`config.mk`:
```
export PLATFORM = sky130hd
export DESIGN_NAME = jtframe_prog_packer
export DESIGN_NICKNAME = d
export VERILOG_FILES = /design/src/rtl/jtframe_prog_pkg.sv /design/src/rtl/jtframe_prog_fifo.sv /design/src/rtl/jtframe_prog_packer.sv
export SDC_FILE = /design/constraint.sdc
export NUM_CORES = 1
export LEC_CHECK = 0
export BUFFER_PORTS_ARGS = -buffer_cell sky130_fd_sc_hd__buf_4
export CORE_ASPECT_RATIO = 1.2
export CORE_MARGIN = 2
export CORE_UTILIZATION = 55
export DETAILED_ROUTE_END_ITERATION = 16
export PLACE_DENSITY = 0.75
export SYNTH_ARGS = -nofsm -noshare
export SYNTH_HDL_FRONTEND = slang
export SYNTH_SLANG_ARGS = --single-unit
```
`constraint.sdc`:
```
create_clock -name clk_sys -period 6.7 [get_ports clk_sys]
set_input_delay 0.335 -clock clk_sys [delete_from_list [all_inputs] [get_ports clk_sys]]
set_output_delay 0.335 -clock clk_sys [all_outputs]
set_load 0.01 [all_outputs]
```
`src/rtl/jtframe_prog_pkg.sv`:
```
// jtframe_prog_pkg: shared types and lane helper for the ROM programming packer
package jtframe_prog_pkg;

    localparam int MAX_AW = 32;
    localparam int MAX_DW = 32;

    typedef enum logic [1:0] {IDLE, FILL, DRAIN} state_t;

    typedef struct packed {
        logic [MAX_AW-1:0]   addr;
        logic [MAX_DW-1:0]   data;
        logic [MAX_DW/8-1:0] mask;
    } prog_entry_t;

    function automatic logic [1:0] lane_of(input logic [1:0] ea, input logic swab, input int lb);
        logic [1:0] m;
        m = 2'((1 << lb) - 1);
        return (ea ^ (swab ? m : 2'b00)) & m;
    endfunction

endpackage

```
`src/rtl/jtframe_prog_fifo.sv`:
```
// jtframe_prog_fifo: show-ahead FIFO of programming entries with simultaneous push/pop
module jtframe_prog_fifo
    import jtframe_prog_pkg::*;
#(
    parameter int  DEPTH = 4,
    parameter type T     = prog_entry_t
)(
    input  logic clk_sys,
    input  logic rst_n,
    input  logic push,
    input  logic pop,
    input  T     din,
    output T     dout,
    output logic full,
    output logic empty,
    output logic nxt_empty
);
    localparam int PW = $clog2(DEPTH);

    T mem [DEPTH];
    logic [PW:0] wr_ptr, rd_ptr, wr_nxt, rd_nxt;
    logic        wr_en, rd_en;

    assign empty     = wr_ptr == rd_ptr;
    assign full      = (wr_ptr[PW] != rd_ptr[PW]) && (wr_ptr[PW-1:0] == rd_ptr[PW-1:0]);
    assign nxt_empty = wr_nxt == rd_nxt;
    assign dout      = mem[rd_ptr[PW-1:0]];

    // a full FIFO still accepts a push when the head leaves in the same cycle
    always_comb begin
        rd_en  = pop & ~empty;
        wr_en  = push & (~full | rd_en);
        wr_nxt = wr_ptr + {{PW{1'b0}}, wr_en};
        rd_nxt = rd_ptr + {{PW{1'b0}}, rd_en};
    end

    // pointer registers
    always_ff @(posedge clk_sys or negedge rst_n) begin
        if (!rst_n) begin
            wr_ptr <= '0;
            rd_ptr <= '0;
        end else begin
            wr_ptr <= wr_nxt;
            rd_ptr <= rd_nxt;
        end
    end

    // storage needs no reset: the head is only looked at while non-empty
    always_ff @(posedge clk_sys) begin
        if (wr_en) mem[wr_ptr[PW-1:0]] <= din;
    end

endmodule

```
`src/rtl/jtframe_prog_packer.sv`:
```
// jtframe_prog_packer: packs ioctl download bytes into masked SDRAM words through a FIFO
module jtframe_prog_packer
    import jtframe_prog_pkg::*;
#(
    parameter int AW     = 22,
    parameter int DW     = 16,
    parameter int HEADER = 0,
    parameter int SWAB   = 0,
    parameter int DEPTH  = 4
)(
    input  logic               clk_sys,
    input  logic               rst_n,
    input  logic               ioctl_download,
    input  logic [AW-1:0]      ioctl_addr,
    input  logic [7:0]         ioctl_data,
    input  logic               ioctl_wr,
    output logic [AW-$clog2(DW/8)-1:0] prog_addr,
    output logic [DW-1:0]      prog_data,
    output logic [DW/8-1:0]    prog_mask,
    output logic               prog_we,
    input  logic               prog_rdy,
    output logic               dwnld_busy,
    output logic               overflow
);
    localparam int LB = $clog2(DW/8);
    localparam int NL = DW/8;
    localparam int WA = AW - LB;

    typedef struct packed {
        logic [WA-1:0] addr;
        logic [DW-1:0] data;
        logic [NL-1:0] mask;
    } entry_t;

    state_t      state, state_nxt;
    entry_t      p, p_nxt, base, merged, push_entry, head;
    logic        p_valid, p_valid_nxt, dl_q, rise, fall, acc, flush, same;
    logic        push_old, push_new, push, pop, drop, full, empty, nxt_empty;
    logic [AW:0] diff;
    logic [1:0]  lane;

    // byte qualification: the header is skipped by the borrow of the offset subtraction
    always_comb begin
        diff = {1'b0, ioctl_addr} - (AW+1)'(HEADER);
        acc  = ioctl_wr & ioctl_download & ~diff[AW];
        lane = lane_of(diff[1:0], SWAB != 0, LB);
        rise = ioctl_download & ~dl_q;
        fall = ~ioctl_download & dl_q;
    end

    // next-state logic
    always_comb begin
        state_nxt = state;
        case (state)
            IDLE:    if (rise) state_nxt = FILL;
            FILL:    if (fall) state_nxt = DRAIN;
            DRAIN:   state_nxt = rise ? FILL : (empty ? IDLE : DRAIN);
            default: state_nxt = IDLE;
        endcase
    end

    // merge the byte into the partial word, deciding which word (old or merged) is pushed
    always_comb begin
        flush  = (state == FILL) & fall & p_valid;
        same   = p_valid & (p.addr == diff[AW-1:LB]);
        base   = same ? p : entry_t'{addr: diff[AW-1:LB], data: '0, mask: '1};
        merged = base;
        for (int i = 0; i < NL; i++) begin
            if (lane == 2'(i)) begin
                merged.data[8*i +: 8] = ioctl_data;
                merged.mask[i]        = 1'b0;
            end
        end
        push_old    = flush | (acc & p_valid & ~same);
        push_new    = acc & ~|merged.mask;
        push        = push_old | push_new;
        push_entry  = push_old ? p : merged;
        p_nxt       = acc ? merged : p;
        p_valid_nxt = acc ? ~push_new : (flush ? 1'b0 : p_valid);
        pop         = prog_we & prog_rdy;
        drop        = push & full & ~pop;
    end

    // state, partial word and status flags
    always_ff @(posedge clk_sys or negedge rst_n) begin
        if (!rst_n) begin
            state      <= IDLE;
            dl_q       <= 1'b0;
            p          <= '0;
            p_valid    <= 1'b0;
            overflow   <= 1'b0;
            dwnld_busy <= 1'b0;
        end else begin
            state      <= state_nxt;
            dl_q       <= ioctl_download;
            p          <= p_nxt;
            p_valid    <= p_valid_nxt;
            overflow   <= drop ? 1'b1 : (rise ? 1'b0 : overflow);
            dwnld_busy <= ioctl_download | p_valid_nxt | ~nxt_empty;
        end
    end

    jtframe_prog_fifo #(.DEPTH(DEPTH), .T(entry_t)) u_fifo (
        .clk_sys   (clk_sys),
        .rst_n     (rst_n),
        .push      (push),
        .pop       (pop),
        .din       (push_entry),
        .dout      (head),
        .full      (full),
        .empty     (empty),
        .nxt_empty (nxt_empty)
    );

    assign prog_we   = ~empty;
    assign prog_addr = prog_we ? head.addr : '0;
    assign prog_data = prog_we ? head.data : '0;
    assign prog_mask = prog_we ? head.mask : '1;

endmodule

```
==> metrics <==
library cells used by synthesis 43; DR pass1 iterations 4; final cycle utilization of the critical path 0.494; ys flop type edfxtp_1; Total Wirelength 16900 µm; Clock power frac 0.274; WL per Instance 21.5 µm; fin. max-slew vios 0; syn avg cell area 18.2 µm²; Final Cell Area 10200 µm²; Worst EP arrival 3670 ps; CP endpoint kind flop; sequential cell area fraction in the yosys report 0.687; CTS clk-pin slew, worst paths 60 ps; Finish-stage setup viols 0; GPL Wtd Cong 0.786; DR vias/cell 5.93; CTS resizes 0; Root Driver clkbuf_16; TritonCTS clock tree done; vias in the first global route 4911; cts bufs inserted 21; PD cells 412 nW/µm²; CTS Hold Bufs 2; FF-to-FF setup slack 3390 ps; Layout Cells excl Fill 787; routed via count 4667; r2r worst-path depth 11; initial antenna violation count 0; reg2reg end dwnld_busy; crit path time final 3310 ps; Clk Latency, worst-skew pair 490 ps; Post-DP Area 9490 µm²; worst-path maximum fanout 6; H-tree depth 1; Critical Path Start Type flop; Max clock buf depth 3; Mapped Nets 515; pin count of the biggest net entering global routing 52; Pleak 3.73 nW; Worst-Margin Slew 1010 ps; total grt overflow 0; dpl hpwl 10500 µm; Die Wd 119 µm; outcome complete, no violations; unrepaired setup endpoints after global routing no; Sw Pwr 1.23 mW; Final WS setup 3390 ps; worst slack at placement 3320 ps; Area growth, synth to finish 17.7%; area of the core 15500 µm²; switching portion of total power 0.293; largest stage delay on the critical path 460 ps; Crit Path Category flop to flop; Hold Path Class input pin to flop; critical path endpoint dwnld_busy; CTS sink cnt 207; Min-Delay Startpoint ioctl_addr[3]; Die ar. 16800 µm²; Placed Cells 747; diode count 0; row count 50; Ports 77; Final Hold Slack 97.1 ps; Final Hold Fails 0; worst ir drop on vdd 0.280 mV; Max-Cap Viols 0; required time worst endpoint 7060 ps; gate count after technology mapping 476; Int Pwr 2.97 mW; post-route ant nets 0; worst reg2reg startpoint p[33]; FFs w/ async S/R, synth 0.246; Power Total 4.20 mW; crit path cell chain xnor2_1 -> nand4_1 -> nor4_4 -> and2_1 -> a211o_1 -> inv_1 -> ha_1 -> ha_1 -> xnor2_1 -> nand2_1 -> or4_1; Reg power frac 0.388; EDFF count, synth 156; combinational share of power 0.338; Slowest cell on crit path or4_1; synthesized area 8670 µm²; Post-CTS Setup Inserts 0; Peak Freq 302 MHz; initial DRC count 371; Final Skew 14.8 ps; first-pass GRT wire length 26500 µm; Die Y 142 µm; setup TNS 0 ps; Core Util, Final 0.658; Final nets 603; Max-slew headroom 0.325; register bit total from synthesis 207; I/O Buffers 76; Initial Util 0.559; yosys warns 0; Post-route DRC 0; Crit. Startpoint p[33]; layout cell share with drive strength beyond 1 0.358; Total GRT Usage 0.206
==> layout by cell type, fill, tap and decap left out, types with 5 or more instances in the layout <==
cell type  synthesis  layout
edfxtp_1         156     156
buf_4              3      85
dfrtp_1           51      50
nor2b_1           39      39
mux4_2            39      39
mux2_2            39      39
xnor2_1           26      26
a22o_1            24      24
clkbuf_16          0      22
nand2_1            9       9
a32o_1             8       8
inv_1              7       7
clkbuf_1          12       7
clkbuf_8           0       5
==> logic make-up after synthesis <==
| family | count (synthesis) | share of synthesized area |
|---|---|---|
| adders and majority gates | 4 | 0.00577 |
| muxes | 82 | 0.157 |
| buffers and inverters | 29 | 0.0160 |
| xor gates and xnor gates | 29 | 0.0293 |
| and+or+nand+nor | 75 | 0.0524 |
| DFF | 207 | 0.687 |
| AOI/OAI and AO/OA | 50 | 0.0521 |
==> power groups by stage <==
stage	Combinational [mW]	Sequential, mW	Clock, mW
floorplan	0.886	1.64	0
global placement	1.43	1.65	0
detailed placement	1.45	1.66	0
CTS	1.46	1.63	1.17
global route	1.54	1.65	1.22
finish	1.42	1.63	1.15
==> cell usage after synthesis (2+ instances only) <==
master / instances / area share
nand2_1: 9 / 0.0039
o22ai_1: 3 / 0.0022
xnor2_1: 26 / 0.026
o31ai_4: 2 / 0.0049
a31o_2: 2 / 0.0020
buf_1: 2 / 0.00087
a21o_1: 2 / 0.0017
nor2_1: 5 / 0.0022
clkbuf_1: 12 / 0.0052
xor2_1: 3 / 0.0030
and2_1: 2 / 0.0014
dfrtp_1: 51 / 0.15
ha_1: 4 / 0.0058
buf_4: 3 / 0.0026
mux2_1: 3 / 0.0039
nand4_1: 4 / 0.0029
buf_2: 3 / 0.0017
buf_6: 2 / 0.0026
nand3_1: 2 / 0.0012
or2_2: 2 / 0.0014
nor2b_1: 39 / 0.028
and3_1: 2 / 0.0014
a21oi_1: 3 / 0.0017
edfxtp_1: 156 / 0.54
a31oi_1: 2 / 0.0014
nor3b_1: 2 / 0.0017
a22o_1: 24 / 0.024
inv_1: 7 / 0.0030
mux4_2: 39 / 0.10
nor3_1: 2 / 0.0012
a32o_1: 8 / 0.0092
mux2_2: 39 / 0.051
==> state kept, by name, indices dropped and copies added (netlist names) <==
signal         count
overflow           1
dwnld_busy         1
dl_q               1
p                 39
u_fifo.rd_ptr      3
u_fifo.mem       156
u_fifo.wr_ptr      3
p_valid            1
state              2
==> routing by layer <==
layer / GRT usage / vias to the layer above / share of wire
met4: 0.0602 / 0 / 0.023
met2: 0.369 / 166 / 0.52
li1: - / 2048 / -
met1: 0.265 / 2422 / 0.41
met3: 0.0265 / 31 / 0.050
met5: 0 / - / 0
==> worst max-delay path, delay by kind of cell, from the launching register on <==
family | cells | cell delay, ps
fa+ha+maj | 2 | 490
simple gates | 5 | 1420
xor+xnor | 2 | 420
buf+inv | 1 | 80
flops | 1 | 400
compound gates | 1 | 370
==> layout make-up <==
| class | instances | area, µm² |
|---|---|---|
| sequential | 207 | 5960 |
| timing repair buffer | 87 | 658 |
| multi-input combinational | 240 | 2610 |
| clock buffer | 34 | 646 |
| tap | 208 | 260 |
| clock inverter | 4 | 47.5 |
| inverter | 7 | 26.3 |
| fill | 1089 | 5310 |
==> worst min path at each step <==
stage / end / slack, ps / depth (start not counted)
3_3_place_gp: p[28] / 420 / 1
4_1_cts: p[20] / 80 / 2
5_1_grt: p[18] / 100 / 2
3_5_place_dp: p[28] / 430 / 1
6_report: p[20] / 100 / 2
2_1_floorplan: dl_q / 40 / 0
(Power assumes the default switching activity.)
